===== src/rtl/univ_shreg_pkg.sv =====
// Shared types for the universal shift register: operation modes and the
// sequencer FSM states. The optional parity output is controlled by the
// UNIV_SHREG_PARITY_EN macro in the top module.
package univ_shreg_pkg;

    // Operation select. 3'b111 is reserved and behaves like HOLD.
    typedef enum logic [2:0] {
        MODE_HOLD = 3'b000,
        MODE_LOAD = 3'b001,
        MODE_SHL  = 3'b010,
        MODE_SHR  = 3'b011,
        MODE_ROTL = 3'b100,
        MODE_ROTR = 3'b101,
        MODE_ASHR = 3'b110,
        MODE_RSVD = 3'b111
    } mode_e;

    // Sequencer states.
    typedef enum logic [1:0] {
        ST_IDLE = 2'd0,
        ST_RUN  = 2'd1,
        ST_DONE = 2'd2
    } state_e;

    // True for modes that can be repeated as a multi-step sequence.
    function automatic logic is_seq_mode(input logic [2:0] m);
        logic r;
        case (m)
            MODE_SHL, MODE_SHR, MODE_ROTL, MODE_ROTR, MODE_ASHR: r = 1'b1;
            default:                                             r = 1'b0;
        endcase
        return r;
    endfunction

endpackage


===== src/rtl/univ_shreg_step.sv =====
// One single-bit step of the shift/rotate operations. Purely combinational;
// shared by legacy single-step operation and every RUN step of a sequence.
// LOAD is not handled here (it needs parallel data); it passes the value through.
module univ_shreg_step
    import univ_shreg_pkg::*;
#(
    parameter int WIDTH = 8
) (
    input  logic [WIDTH-1:0] i_value,
    input  logic [2:0]       i_mode,
    input  logic             i_serial_l,
    input  logic             i_serial_r,
    output logic [WIDTH-1:0] o_next
);

    // Next value for a single step of the selected mode.
    always_comb begin
        o_next = i_value;
        case (i_mode)
            MODE_SHL:  o_next = {i_value[WIDTH-2:0], i_serial_r};
            MODE_SHR:  o_next = {i_serial_l, i_value[WIDTH-1:1]};
            MODE_ROTL: o_next = {i_value[WIDTH-2:0], i_value[WIDTH-1]};
            MODE_ROTR: o_next = {i_value[0], i_value[WIDTH-1:1]};
            MODE_ASHR: o_next = {i_value[WIDTH-1], i_value[WIDTH-1:1]};
            default:   o_next = i_value;
        endcase
    end

endmodule


===== src/rtl/univ_shift_reg_seq.sv =====
// Universal shift register with a sequenced multi-bit shift engine.
// IDLE executes the live mode once per enabled edge; start with a shift-type
// mode and non-zero amount runs RUN for min(shift_amt, WIDTH) enabled edges,
// then pulses done for one enabled cycle.
// Optional: define UNIV_SHREG_PARITY_EN to add a registered parity_out port.
module univ_shift_reg_seq
    import univ_shreg_pkg::*;
#(
    parameter int WIDTH = 8,
    parameter int CNT_W = $clog2(WIDTH + 1)
) (
    input  logic             clk,
    input  logic             reset_n,
    input  logic             enable,
    input  logic [2:0]       mode,
    input  logic             start,
    input  logic [CNT_W-1:0] shift_amt,
    input  logic [WIDTH-1:0] parallel_in,
    input  logic             serial_in_r,
    input  logic             serial_in_l,
    output logic [WIDTH-1:0] parallel_out,
    output logic             serial_out_l,
    output logic             serial_out_r,
    output logic             busy,
    output logic             done
`ifdef UNIV_SHREG_PARITY_EN
    ,
    output logic             parity_out
`endif
);

    state_e           r_state;
    logic [CNT_W-1:0] r_cnt;
    logic [2:0]       r_mode;
    logic [WIDTH-1:0] r_reg;
    logic             r_busy;
    logic             r_done;

    logic [2:0]       w_step_mode;
    logic [WIDTH-1:0] w_step_val;
    logic [WIDTH-1:0] w_next_val;
    logic [CNT_W-1:0] w_amt_clamped;
    logic             w_seq_ok;
    logic             w_seq_start;
    logic             w_reg_we;

    // In RUN the latched mode drives the step; otherwise the live mode does.
    assign w_step_mode = (r_state == ST_RUN) ? r_mode : mode;

    univ_shreg_step #(
        .WIDTH (WIDTH)
    ) u_step (
        .i_value    (r_reg),
        .i_mode     (w_step_mode),
        .i_serial_l (serial_in_l),
        .i_serial_r (serial_in_r),
        .o_next     (w_step_val)
    );

    // LOAD only reaches the register outside RUN (RUN never latches LOAD).
    assign w_next_val = ((r_state != ST_RUN) && (mode == MODE_LOAD)) ? parallel_in : w_step_val;

    // Amounts beyond the register width are equivalent to a full-width sequence.
    assign w_amt_clamped = (shift_amt > CNT_W'(WIDTH)) ? CNT_W'(WIDTH) : shift_amt;

    assign w_seq_ok    = is_seq_mode(mode) && (shift_amt != '0);
    assign w_seq_start = start && w_seq_ok;

    // The register is untouched on the edge that enters RUN and in DONE.
    assign w_reg_we = enable &&
                      (((r_state == ST_IDLE) && !w_seq_start) || (r_state == ST_RUN));

    // Data register update.
    always_ff @(posedge clk or negedge reset_n) begin
        if (!reset_n) begin
            r_reg <= '0;
        end else if (w_reg_we) begin
            r_reg <= w_next_val;
        end
    end

    // Sequencer FSM with step counter and registered busy/done decodes.
    always_ff @(posedge clk or negedge reset_n) begin
        if (!reset_n) begin
            r_state <= ST_IDLE;
            r_cnt   <= '0;
            r_mode  <= MODE_HOLD;
            r_busy  <= 1'b0;
            r_done  <= 1'b0;
        end else if (enable) begin
            case (r_state)
                ST_IDLE: begin
                    if (start) begin
                        if (w_seq_ok) begin
                            r_state <= ST_RUN;
                            r_mode  <= mode;
                            r_cnt   <= w_amt_clamped;
                            r_busy  <= 1'b1;
                            r_done  <= 1'b0;
                        end else begin
                            // Degenerate request: the op already ran this edge.
                            r_state <= ST_DONE;
                            r_busy  <= 1'b0;
                            r_done  <= 1'b1;
                        end
                    end
                end
                ST_RUN: begin
                    r_cnt <= r_cnt - CNT_W'(1);
                    if (r_cnt == CNT_W'(1)) begin
                        r_state <= ST_DONE;
                        r_busy  <= 1'b0;
                        r_done  <= 1'b1;
                    end
                end
                ST_DONE: begin
                    r_state <= ST_IDLE;
                    r_done  <= 1'b0;
                end
                default: begin
                    r_state <= ST_IDLE;
                    r_cnt   <= '0;
                    r_busy  <= 1'b0;
                    r_done  <= 1'b0;
                end
            endcase
        end
    end

`ifdef UNIV_SHREG_PARITY_EN
    logic r_parity;

    // Parity tracks the register, updated on the same edges.
    always_ff @(posedge clk or negedge reset_n) begin
        if (!reset_n) begin
            r_parity <= 1'b0;
        end else if (w_reg_we) begin
            r_parity <= ^w_next_val;
        end
    end

    assign parity_out = r_parity;
`endif

    assign parallel_out = r_reg;
    assign serial_out_l = r_reg[WIDTH-1];
    assign serial_out_r = r_reg[0];
    assign busy         = r_busy;
    assign done         = r_done;

endmodule


===== config.mk =====
export PLATFORM = sky130hd
export DESIGN_NAME = univ_shift_reg_seq
export DESIGN_NICKNAME = d
export VERILOG_FILES = /design/src/rtl/univ_shreg_pkg.sv /design/src/rtl/univ_shreg_step.sv /design/src/rtl/univ_shift_reg_seq.sv
export SDC_FILE = /design/constraint.sdc
export NUM_CORES = 1
export LEC_CHECK = 0
export BUFFER_PORTS_ARGS = -buffer_cell sky130_fd_sc_hd__buf_2
export CAP_MARGIN = 40
export CORE_AREA = 3 3 63 48
export CTS_BUF_LIST = sky130_fd_sc_hd__clkbuf_4 sky130_fd_sc_hd__clkbuf_8 sky130_fd_sc_hd__clkbuf_16
export CTS_CLUSTER_DIAMETER = 100
export DETAILED_ROUTE_END_ITERATION = 16
export DIE_AREA = 0 0 66 51
export GPL_TIMING_DRIVEN = 0
export MAX_ROUTING_LAYER = met4
export PLACE_DENSITY_LB_ADDON = 0.1
export SETUP_SLACK_MARGIN = 0.3
export SLEW_MARGIN = 40
export SYNTH_ARGS = -nofsm -noshare
export SYNTH_HDL_FRONTEND = slang
export SYNTH_SLANG_ARGS = --single-unit
export TNS_END_PERCENT = 50

===== constraint.sdc =====
create_clock -name clk -period 2.7 [get_ports clk]
set_clock_uncertainty 0.15 [all_clocks]
set_input_delay 0.54 -clock clk [delete_from_list [all_inputs] [get_ports clk]]
set_output_delay 0.54 -clock clk [all_outputs]
set_load 0.02 [all_outputs]

# ---- After elaboration in Yosys (flattened, before gate mapping)
# Index checks and enable logic that the tools add are counted.
dict set report op_classes {
  addsub 1
  n_reduce_logical 18
  n_mux 20
  n_eq_ne 19
  magnitude_cmp 1
  bitwise_logic 1
}
# op count
set ops {}
lappend ops {{$pmux W8 S5} 1}
lappend ops {{$eq A3 B3 Y1 const B} 6}
lappend ops {{$eq A3 B2 Y1 const B} 4}
lappend ops {{$mux W4} 3}
lappend ops {{$pmux W4 S3} 1}
lappend ops {{$reduce_and A4 Y1} 3}
lappend ops {{$mux W8} 1}
lappend ops {{$mux W1} 7}
lappend ops {{$mux W2} 3}
lappend ops {{$ne A2 B2 Y1 const B} 3}
lappend ops {{$reduce_and A3 Y1} 2}
lappend ops {{$reduce_bool A6 Y1} 1}
lappend ops {{$logic_and A1 B1 Y1} 5}
lappend ops {{$reduce_bool A5 Y1} 1}
lappend ops {{$reduce_or A5 Y1} 1}
lappend ops {{$eq A4 B1 Y1 const B} 1}
lappend ops {{$gt A4 B4 Y1 const B} 1}
lappend ops {{$ne A2 B1 Y1 const B} 2}
lappend ops {{$pmux W2 S2} 1}
lappend ops {{$reduce_bool A4 Y1} 1}
lappend ops {{$sub A4 B1 Y4 const B} 1}
lappend ops {{$eq A3 B1 Y1 const B} 1}
lappend ops {{$mux W3} 1}
lappend ops {{$pmux W1 S3} 1}
lappend ops {{other kinds (8)} 8}
dict set report word_totals {
  inputBits 21
  regBits 19
  output_inout_bits 12
}

# ---- Logic depth before layout (Yosys ltp)
# Gate-level depths: netlist of the first run.
dict set report logic_depth {
  word_depth 10
  depth_mapped 10
  ltp_nobuf 6
}

# ---- Hierarchy
# From an unflattened synthesis of the first run, not the netlist that was laid out.
dict set report unflattened {
  hier_cells 136
  area_unflattened_um2 1403.8
}
# module instances seq_area_each_um2 area_each_um2 cells_per_inst
set modules_own_cells {}
lappend modules_own_cells {univ_shift_reg_seq 1 450.4 1038.5 91}
lappend modules_own_cells {univ_shreg_step 1 0.0 365.4 45}

# ---- Least setup slack after synthesis of the first run
# OpenSTA, ideal clock, no wires.
dict set report synth_path {
  path_kind {register -> register}
  start {reg r_state[1]}
  end {reg r_reg[1], in the netlist parallel_out[1]}
  slack_ps 605
  t_arrival_ps 1827
  path_stages_with_launch 9
  cell_sequence {dfrtp_1 -> nand2b_4 -> buf_6 -> mux2_4 -> and2_1 -> o21ai_2 -> buf_6 -> a211oi_1 -> a21o_1}
}
dict set report synth_via {
  elab_chain_len 5
  elab_cells_between_ends 17
  classes_between {7 x eq/ne; 3 x mux; 7 x reduce/logical}
}
# element line_no
set synth_lines {}
lappend synth_lines {{start, declared} univ_shift_reg_seq.sv:32} ;# state_e r_state;
lappend synth_lines {{start signal, assigned} univ_shift_reg_seq.sv:85} ;# r_state <= ST_IDLE;
lappend synth_lines {{start signal, assigned} univ_shift_reg_seq.sv:95} ;# r_state <= ST_RUN;
lappend synth_lines {{start signal, assigned} univ_shift_reg_seq.sv:102} ;# r_state <= ST_DONE;
lappend synth_lines {{$eq A2 B1 Y1 / $logic_not A2 Y1 (equally long branches)} {univ_shift_reg_seq.sv:48, univ_shift_reg_seq.sv:71}}
lappend synth_lines {{$mux W3 / $logic_and A1 B1 Y1 (equally long branches)} {univ_shift_reg_seq.sv:48, univ_shift_reg_seq.sv:71}}
lappend synth_lines {{$eq A3 B3 Y1, or another cell as far along} univ_shreg_step.sv:19} ;# case (i_mode)
lappend synth_lines {{$pmux W8 S5, or another cell as far along} univ_shreg_step.sv:19}
lappend synth_lines {{$mux W8 / $reduce_and A2 Y1 (equally long branches)} -}
lappend synth_lines {{end signal, assigned} univ_shift_reg_seq.sv:78} ;# r_reg <= w_next_val;
lappend synth_lines {{end, declared} univ_shift_reg_seq.sv:35} ;# logic [WIDTH-1:0] r_reg;
# Parallel ways exist; a longest one is shown, timed or not.
# A chain may end at the register's enable or synchronous reset.

# ---- Final worst setup path of the first run
dict set report layout_path {
  start {reg r_state[1]}
  end {reg r_reg[7], in the netlist parallel_out[7]}
}
dict set report layout_via {
  elab_chain_len 5
  elab_cells_between_ends 18
  classes_between {8 x eq/ne; 3 x mux; 7 x reduce/logical}
}
# element line_no
set layout_lines {}
lappend layout_lines {{$eq A2 B1 Y1 / $logic_not A2 Y1 (equally long branches)} {univ_shift_reg_seq.sv:48, univ_shift_reg_seq.sv:71}}
lappend layout_lines {{$mux W3 / $logic_and A1 B1 Y1 (equally long branches)} {univ_shift_reg_seq.sv:48, univ_shift_reg_seq.sv:71}}
lappend layout_lines {{$eq A3 B3 Y1, or another cell as far along} univ_shreg_step.sv:19}
lappend layout_lines {{$pmux W8 S5, or another cell as far along} univ_shreg_step.sv:19}
lappend layout_lines {{$mux W8 / $reduce_and A3 Y1 (equally long branches)} -}
# Parallel ways exist; a longest one is shown, timed or not.

==> results of run 1 <==
## cell usage in the layout (no fill, tap or decap), types with 2 or more instances in the layout
cell type / netlist / routed
a211oi_1: 6 / 6
a21o_1: 7 / 7
a21oi_1: 4 / 4
a22o_1: 2 / 2
and3b_1: 2 / 2
buf_2: 0 / 32
buf_4: 3 / 3
buf_6: 3 / 3
clkbuf_1: 2 / 2
clkbuf_4: 0 / 3
dfrtp_1: 18 / 18
ha_1: 2 / 2
inv_1: 6 / 6
mux2_2: 3 / 3
mux2i_1: 8 / 8
nand2_1: 10 / 10
nand3_1: 2 / 2
nor2_1: 15 / 15
nor3_1: 2 / 2
nor3b_1: 2 / 2
o21ai_0: 9 / 9
or2_1: 2 / 2
or3_1: 2 / 2
xor2_1: 2 / 2
## cell type report
cell class                      instances  area share
Timing Repair Buffer                   32      0.1081
Sequential cell                        18      0.3041
Buffer                                  8     0.04307
Multi-Input combinational cell        102      0.4856
Clock buffer                            3     0.01520
Tap cell                               34     0.02872
Inverter                                6     0.01520
## cells in the mapped netlist (3+ instances only)
cell      number  area [um^2]
dfrtp_1       18        450.4
nor2_1        15        56.30
nand2_1       10        37.54
o21ai_0        9        45.04
mux2i_1        8        80.08
a21o_1         7        52.55
a211oi_1       6        45.04
inv_1          6        22.52
a21oi_1        4        20.02
buf_4          3        22.52
buf_6          3        33.78
mux2_2         3        33.78
## final timing paths
check / startpoint / end / cells after the start
worst max-delay path: r_state[1] / parallel_out[7] / 7
worst min-delay path: reset_n / r_cnt[3] / 1
worst max register to register: r_state[1] / parallel_out[7] / 7
worst min register to register: busy / busy / 2
max in group asynchronous: reset_n / parallel_out[1] / 1
min in group clk: enable / r_state[1] / 2
## critical path: stages, from the launching register on
cell and delay [ns]:
dfrtp_1 0.47, nand2b_4 0.17, buf_6 0.13, buf_6 0.14, nand3_1 0.22, clkbuf_1 0.40
o221ai_1 0.20, a22o_1 0.22
## where the power goes
group          switching, mW  internal, mW  total, mW
Clock                 0.0794        0.0519      0.131
Sequential             0.139         0.389      0.528
Combinational          0.392         0.350      0.743
## sequential cells by signal (all words and copies together), names as in the netlist
register,count
busy,1
parallel_out,8
r_cnt,4
r_mode,3
r_state,2
## stage by stage
step,cells,hold slack (ns),setup slack (ns),cell area (um^2)
after floorplan,134,0.09441,0.6047,1256
after global placement,200,0.3402,0.4331,1459
after detailed placement,200,0.3476,0.4096,1459
after CTS,203,0.01927,0.5133,1481
after global routing,203,0.02915,0.3799,1481
final,203,0.01531,0.5011,1481
## layer usage
layer	track usage	wire, um	vias to the layer above	part of all wire
met3	0.05275	144	4	0.052
met2	0.2612	1158	23	0.42
met1	0.2572	1451	517	0.52
met5	-	0	-	0
met4	0.04730	33	0	0.012
li1	-	-	555	-
## cell families after synthesis
kind of cell,after synthesis
AO/OA/AOI/OAI,39
flip-flops,18
XOR/XNOR,3
multiplexers,14
buffers and inverters,14
AND/OR/NAND/NOR,44
adder cells (fa/ha/maj),2
==> results.toml, run 1 <==
[run]
cap_violations = 0

[worst_setup_path]
crit_fanout = 10
critPathKind = "reg2reg"
arrival_ns = 2.24
end_kind = "flop"
cp-start-kind = "flop"
r2r_setup_slack_ns = 0.50
required_ns = 2.74

[cts]
cts-hold-fix-buffers = 0
clock_path_buffers = 2
cts_setup_buffers = 0
cts_tree = "done"
cts-root-buf = "clkbuf_4"
clkSlewWorstSetupHoldPaths_ns = 0.10
clock-sinks = 18
cts_resized = 0
htree_levels = 1
numCtsBuffers = 3
clock_latency_ns = 0.29

[global_routing]
antenna_found_initial = 0
grt_max_degree = 19
grt_pass1_wl_mm = 4.636
grtUsageTotal = 0.1839
grt_overflow = 0
grt_pass1_vias = 1029

[synthesis]
synth_top_family_by_area = "compound AO/OA/AOI/OAI gates"
synth_compound_area_frac = 0.2311
mappedNetlistArea_um2 = 1256
synth_simple_gate_area_frac = 0.1783
ys_seq_area_frac = 0.3586
muxShareOfSynthArea = 0.1225
netlist_instances = 134
ys_warn_count = 0
synth-async-reset-ratio = 1.000
synth.net_count = 157
ys_types = 44
synth-xor-area-share = 0.02092
syn_area_per_cell_um2 = 9.375
yosys_register_bits = 18
synth_edf_count = 0
ys.flop_type = "dfrtp_1"
synth_fa_ha_area_frac = 0.01992

[layout]
drive_above_1_share = 0.3018
final_nets = 194
nFillCells = 232
multi_input_area_um2 = 719.4
diodes = 0
syn2layout_area_growth_pct = 17.93
regArea_um2 = 450.4
utilization = 0.6119

[floorplanning]
die_w_um = 66
design.core.area_um2 = 2421
initial_core_util = 0.5189
boundaryPins = 33
die_area_um2 = 3366
rows = 15
die_y_um = 51

[sta]
tightest_slew_ns = 0.4341
fin_tns_setup_ns = 0
drv_slew = 0
setup-violations-final = 0
max-slew-margin-rel = 0.7106
rsz0062_at_grt = "no"
hold_viol_final = 0
fin_crit_ns = 2.199
max_freq_ghz = 0.4548
finalCritPeriodShare = 0.8144

[route]
wl_per_cell_um = 13.73
detail-route-antenna-nets = 0
viasPerCell = 5.414
drc = 0
vias = 1099
drtPass1Iterations = 4
drt-initial-drc-count = 40
drt_wl_total_mm = 2.787

[placement]
place_congestion = 0.8336
dp_hpwl_mm = 2.215
port_buffers = 32

[power]
power_leakage_nw = 0.7618
p_total_mw = 1.402
power_density_nw_per_um2 = 946.1
peakVddDrop_mv = 0.4503

[outcome]
status = "finished, final reports clean"

[worst_hold_path]
hold_path_class = "in2async"
(Power assumes the default switching activity.)
==> run 2: changes to the inputs <==
clock period = 2.25 ns   (was 2.7 ns; I/O delays follow)
==> run 2 against run 1 <==
  * Critical path depth rose by 1
  * Wire length grew 12%
  * Power grew 34%
==> results.toml, run 2 (synthesized netlist as in run 1, its figures left out) <==
[outcome]
status = "finished, final reports clean"

[layout]
layout_commonest_cell = "buf_2"
largest_reg_flops = 8
nFillCells = 200
syn2layout_area_growth_pct = 30.68
most-common-layout-cells = "buf_2 (33), dfrtp_1 (17), nor2_1 (15)"
final_nets = 202
diodes = 0
drive_above_1_share = 0.3989

[worst_hold_path]
hold_path_class = "in2reg"
hp-start = "enable"

[sta]
setup-violations-final = 0
max-slew-margin-rel = 0.7201
setup_ws_ns = 0.2448
rsz0062_at_grt = "yes"
max_freq_ghz = 0.4987
fin_crit_ns = 2.005
finalCritPeriodShare = 0.8912
fin_tns_setup_ns = 0
tightest_slew_ns = 0.4199
drv_slew = 0
hold_viol_final = 0

[global_routing]
grt_overflow = 0
antenna_found_initial = 0
grt_most_used_layer = "met2"
grtUsageTotal = 0.2063
met1_usage = 0.2877
grt.met3_usage = 0.05055
grt_max_degree = 19
grt_pass1_wl_mm = 5.202
use_met2 = 0.3095
grt_pass1_vias = 1136

[floorplanning]
die_y_um = 51
design.core.area_um2 = 2421
die_area_um2 = 3366
rows = 15
boundaryPins = 33
initial_core_util = 0.5189
die_w_um = 66

[placement]
place_ws_ns = 0.05052
place_congestion = 0.8147
port_buffers = 32
dp_hpwl_mm = 2.243

[route]
drt-initial-drc-count = 100
drt_wl_total_mm = 3.128
wl_per_cell_um = 14.75
vias = 1129
detail-route-antenna-nets = 0
viasPerCell = 5.325
drtPass1Iterations = 4
drc = 0

[worst_setup_path]
arrival_ns = 2.04
slowest_stage = "dfrtp_1"
end_kind = "flop"
startpoint = "r_state[0]"
crit_fanout = 5
slowest_delay_ns = 0.39
critPathKind = "reg2reg"
r2r_start = "r_state[0]"
cp_num_buf_inv = 2
cp-start-kind = "flop"
cp_cell_sequence = "buf_6, nand2b_4, buf_8, mux2i_4, xnor2_1, nor3b_2, o41ai_2, mux2_4"
path_delay_family = "multiplexers"
required_ns = 2.29

[power]
clock_power_share = 0.099
peakVddDrop_mv = 0.6099
intPower_mw = 1.064
pwr-share-seq = 0.336
swShare = 0.4351
power_leakage_nw = 0.8251
p_comb_frac = 0.566
p_sw_mw = 0.8195
power_density_nw_per_um2 = 1147

[cts]
clock_path_buffers = 2
cts-root-buf = "clkbuf_4"
clkSlewWorstSetupHoldPaths_ns = 0.11
cts_tree = "done"
clock_latency_ns = 0.30
htree_levels = 1
clock-sinks = 18
numCtsBuffers = 3

[run]
cap_violations = 0
## run 2: changes by cell type in the layout (fill, tap and decap cells not counted), moves of 2 or more
cell,change
a211oi_1,-3
a211oi_2,+2
buf_4,+4
mux2i_4,+2
## run 2: worst paths after layout
path,to,slack [ns],cells after the start
setup / recovery,parallel_out[0],0.24,8
hold / removal,r_state[1],0.24,2
setup reg to reg,parallel_out[0],0.24,8
hold reg to reg,busy,0.37,2
max in group asynchronous,r_state[1],1.19,2
min in group asynchronous,busy,0.45,2
## run 2: power by group through the flow
stage	Sequential (mW)	Clock (mW)	Combinational [mW]
floorplan	0.690	0	0.599
global placement	0.626	0	0.887
detailed placement	0.635	0	0.912
CTS	0.623	0.192	1.00
global route	0.658	0.208	1.16
finish	0.633	0.186	1.07
## run 2: what timing repair did
action                                  4_1_cts  5_1_grt
pin swaps                                     2        5
hold endpoints to repair                     18        0
buffers inserted                              5        1
hold buffers                                  1        0
resized for setup                             7        8
gates cloned                                  1        0
endpoints found under the setup margin        8       12
## run 2: layer usage
| layer | up-vias | wire length, um |
|---|---|---|
| li1 | 571 | - |
| met1 | 528 | 1547 |
| met2 | 28 | 1376 |
| met3 | 2 | 190 |
| met4 | 0 | 14 |
| met5 | - | 0 |
## run 2: cell type report
class | instances | area (um^2) | area share
multi-input cells | 102 | 798.3 | 0.4863
repair buffers | 40 | 224.0 | 0.1364
inverters | 6 | 22.52 | 0.01372
flip-flops and latches | 18 | 451.7 | 0.2752
clock buffers | 4 | 30.03 | 0.01829
plain buffers | 8 | 72.57 | 0.04421
well taps | 34 | 42.54 | 0.02591
## run 2: per-stage QoR
stage / hold WS (ns) / instance area, um^2 / util / std cells / power, mW
floorplan: 0.004409 / 1272 / - / 134 / 1.290
global placement: 0.2496 / 1475 / 0.6093 / 200 / 1.513
detailed placement: 0.2561 / 1475 / 0.6093 / 200 / 1.547
CTS: 0.2373 / 1589 / 0.6563 / 211 / 1.818
global route: 0.2402 / 1642 / 0.6780 / 212 / 2.028
finish: 0.2428 / 1642 / 0.6780 / 212 / 1.883
## run 2: worst register-to-register path: cells and delay by family, from the launching register on
family,cells,cell delay [ns]
buffers and inverters,2,0.25
xor gates and xnor gates,1,0.17
DFF,1,0.39
and+or+nand+nor,2,0.28
AOI/OAI and AO/OA,1,0.08
muxes,2,0.58
==> run 3: changes to the inputs <==
ABC_AREA = 1   (was unset)
ABC_CLOCK_PERIOD_IN_PS = 2250   (was unset)
CORE_AREA = 4 4 67 51   (was 3 3 63 48)
DIE_AREA = 0 0 71 55   (was 0 0 66 51)
==> run 3 against run 2 <==
  * Area after synthesis up 15%
  * Maximum frequency up 5.9%
  * Clock power up 45%
  * Global-route usage down 0.63 points
  * Count of clock-buffer cells in the layout unchanged
  * Critical path type unchanged
==> results.toml, run 3 <==
[layout]
fin_area_um2 = 1775
drive_above_1_share = 0.3017
layout_commonest_cell = "nand2_1"
final_nets = 266
syn2layout_area_growth_pct = 22.64
largest_reg_flops = 8
diodes = 0
most-common-layout-cells = "nand2_1 (42), buf_2 (33), nor2_1 (30)"
utilization = 0.6521

[worst_setup_path]
r2r_setup_slack_ns = 0.36
cp-start-kind = "flop"
ff2ff_path_depth = 10
slowest_delay_ns = 0.44
arrival_ns = 1.89
required_ns = 2.25
slowest_stage = "dfrtp_2"
reg2reg_to = "parallel_out[0]"
startpoint = "r_state[1]"
critPathKind = "reg2reg"
crit_top_cell = "buf_4"
end_kind = "flop"
cp_cell_sequence = "clkinv_4, buf_4, nand3_1, nand2_4, nand2_2, nand3_2, o21ai_4, buf_4, and2_1, a21oi_1"
crit_fanout = 7
r2r_start = "r_state[1]"

[synthesis]
mappedNetlistArea_um2 = 1448
ys_seq_area_frac = 0.3111
synth_most_common_cell = "nand2_1"
muxShareOfSynthArea = 0
synth_top_area_share = 0.3111
synth_edf_count = 0
syn_area_per_cell_um2 = 7.238
synth_common_cells = "nand2_1 (44), nor2_1 (30), inv_1 (25)"
synth_top_family_by_area = "simple AND/OR/NAND/NOR gates"
ys_warn_count = 0
synth.net_count = 223
ys.flop_type = "dfrtp_1"
synth_compound_area_frac = 0.1279
yosys_register_bits = 18
ys_types = 31
synth-async-reset-ratio = 1.000
yosys-top-cells-area = "dfrtp_1 (31%), nand2_1 (11%), nor2_1 (7.8%)"
synth_fa_ha_area_frac = 0.01729
yosysTopAreaCell = "dfrtp_1"
synth_simple_gate_area_frac = 0.4123
synth-xor-area-share = 0.01210
netlist_instances = 200

[power]
p_comb_frac = 0.619
power_density_nw_per_um2 = 1306
swShare = 0.4869
peakVddDrop_mv = 0.5351
power_leakage_nw = 0.9702
intPower_mw = 1.189
clock_power_share = 0.116
pwr-share-seq = 0.266
p_sw_mw = 1.129

[cts]
numCtsBuffers = 3
clock_latency_ns = 0.26
clkSlewWorstSetupHoldPaths_ns = 0.07
clock-sinks = 18
cts-root-buf = "clkbuf_8"
cts_tree = "done"
htree_levels = 1
clock_path_buffers = 2

[placement]
placed_area_um2 = 1653
place_congestion = 0.8840
port_buffers = 32
dp_hpwl_mm = 2.693

[global_routing]
grt_overflow = 0
grt_max_degree = 19
grt_pass1_wl_mm = 5.865
antenna_found_initial = 0
grt_pass1_vias = 1267
grt_most_used_layer = "met2"
use_met2 = 0.3092
grtUsageTotal = 0.2000
grt.met3_usage = 0.03791
met1_usage = 0.2638

[floorplanning]
die_area_um2 = 3905
die_w_um = 71
rows = 16
die_y_um = 55
design.core.area_um2 = 2723
initial_core_util = 0.5317
boundaryPins = 33

[sta]
max-slew-margin-rel = 0.7186
hold_viol_final = 0
finalCritPeriodShare = 0.8416
drv_slew = 0
setup-violations-final = 0
rsz0062_at_grt = "yes"
fin_tns_setup_ns = 0
tightest_slew_ns = 0.4221
max_freq_ghz = 0.5281
fin_crit_ns = 1.894

[route]
wl_per_cell_um = 12.65
detail-route-antenna-nets = 0
vias = 1421
viasPerCell = 5.112
drt-initial-drc-count = 101
drtPass1Iterations = 4
drt_wl_total_mm = 3.518
drc = 0

[worst_hold_path]
hold_path_end = "busy"
hp-start = "busy"
hold_path_class = "reg2reg"
min_delay_path_depth = 2

[run]
cap_violations = 0

[outcome]
status = "finished, final reports clean"
==> run 3: layout make-up <==
cell class | instances | area, um^2
fill | 256 | 947.2
multi-input combinational | 149 | 842.1
sequential | 18 | 451.7
timing repair buffer | 38 | 205.2
inverter | 26 | 102.6
buffer | 7 | 73.82
clock buffer | 4 | 55.05
tap | 36 | 45.04
==> run 3: worst max path at each step <==
stage,end,depth (start not counted)
6_report,parallel_out[0],10
3_3_place_gp,parallel_out[6],11
5_1_grt,r_mode[0],7
3_5_place_dp,parallel_out[6],11
4_1_cts,parallel_out[6],12
2_1_floorplan,parallel_out[6],12
==> run 3: through the flow <==
stage | power, mW | setup slack [ns] | hold WS [ns] | instances
CTS | 2.246 | 0.3001 | 0.3453 | 273
detailed placement | 1.966 | 0.2431 | 0.2651 | 268
global placement | 1.916 | 0.2769 | 0.2634 | 268
floorplan | 1.645 | 0.4182 | 0.004409 | 200
global route | 2.528 | 0.2517 | 0.3901 | 278
finish | 2.318 | 0.3563 | 0.3399 | 278
==> run 3: kinds of logic (layout without fill, tap and decap cells) <==
group           after synthesis  count (layout)
compound gates               32              32
xor+xnor                      2               2
fa+ha+maj                     2               2
buf+inv                      33              75
flops                        18              18
simple gates                113             113
==> run 3: metal layers <==
| layer | routed length, um | up-vias |
|---|---|---|
| met3 | 271 | 4 |
| met5 | 0 | - |
| met4 | 36 | 0 |
| met1 | 1642 | 633 |
| li1 | - | 727 |
| met2 | 1567 | 57 |
==> run 3: power groups by stage <==
stage               logic, mW  registers, mW  clock network [mW]
floorplan               0.970          0.676                   0
global placement         1.31          0.603                   0
detailed placement       1.35          0.614                   0
CTS                      1.36          0.609               0.281
global route             1.60          0.636               0.296
finish                   1.43          0.616               0.269
==> run 3: repair_timing <==
action,CTS,global route
endpoints found under the setup margin,0,13
hold endpoints to repair,18,0
setup buffers,0,4
resized for setup,0,8
hold buffers,1,0
==> run 3: critical path, delay by kind of cell, from the launching register on <==
| family | cells | cell delay [ns] |
|---|---|---|
| simple gates | 5 | 0.50 |
| flops | 1 | 0.44 |
| compound gates | 2 | 0.28 |
| buf+inv | 3 | 0.41 |
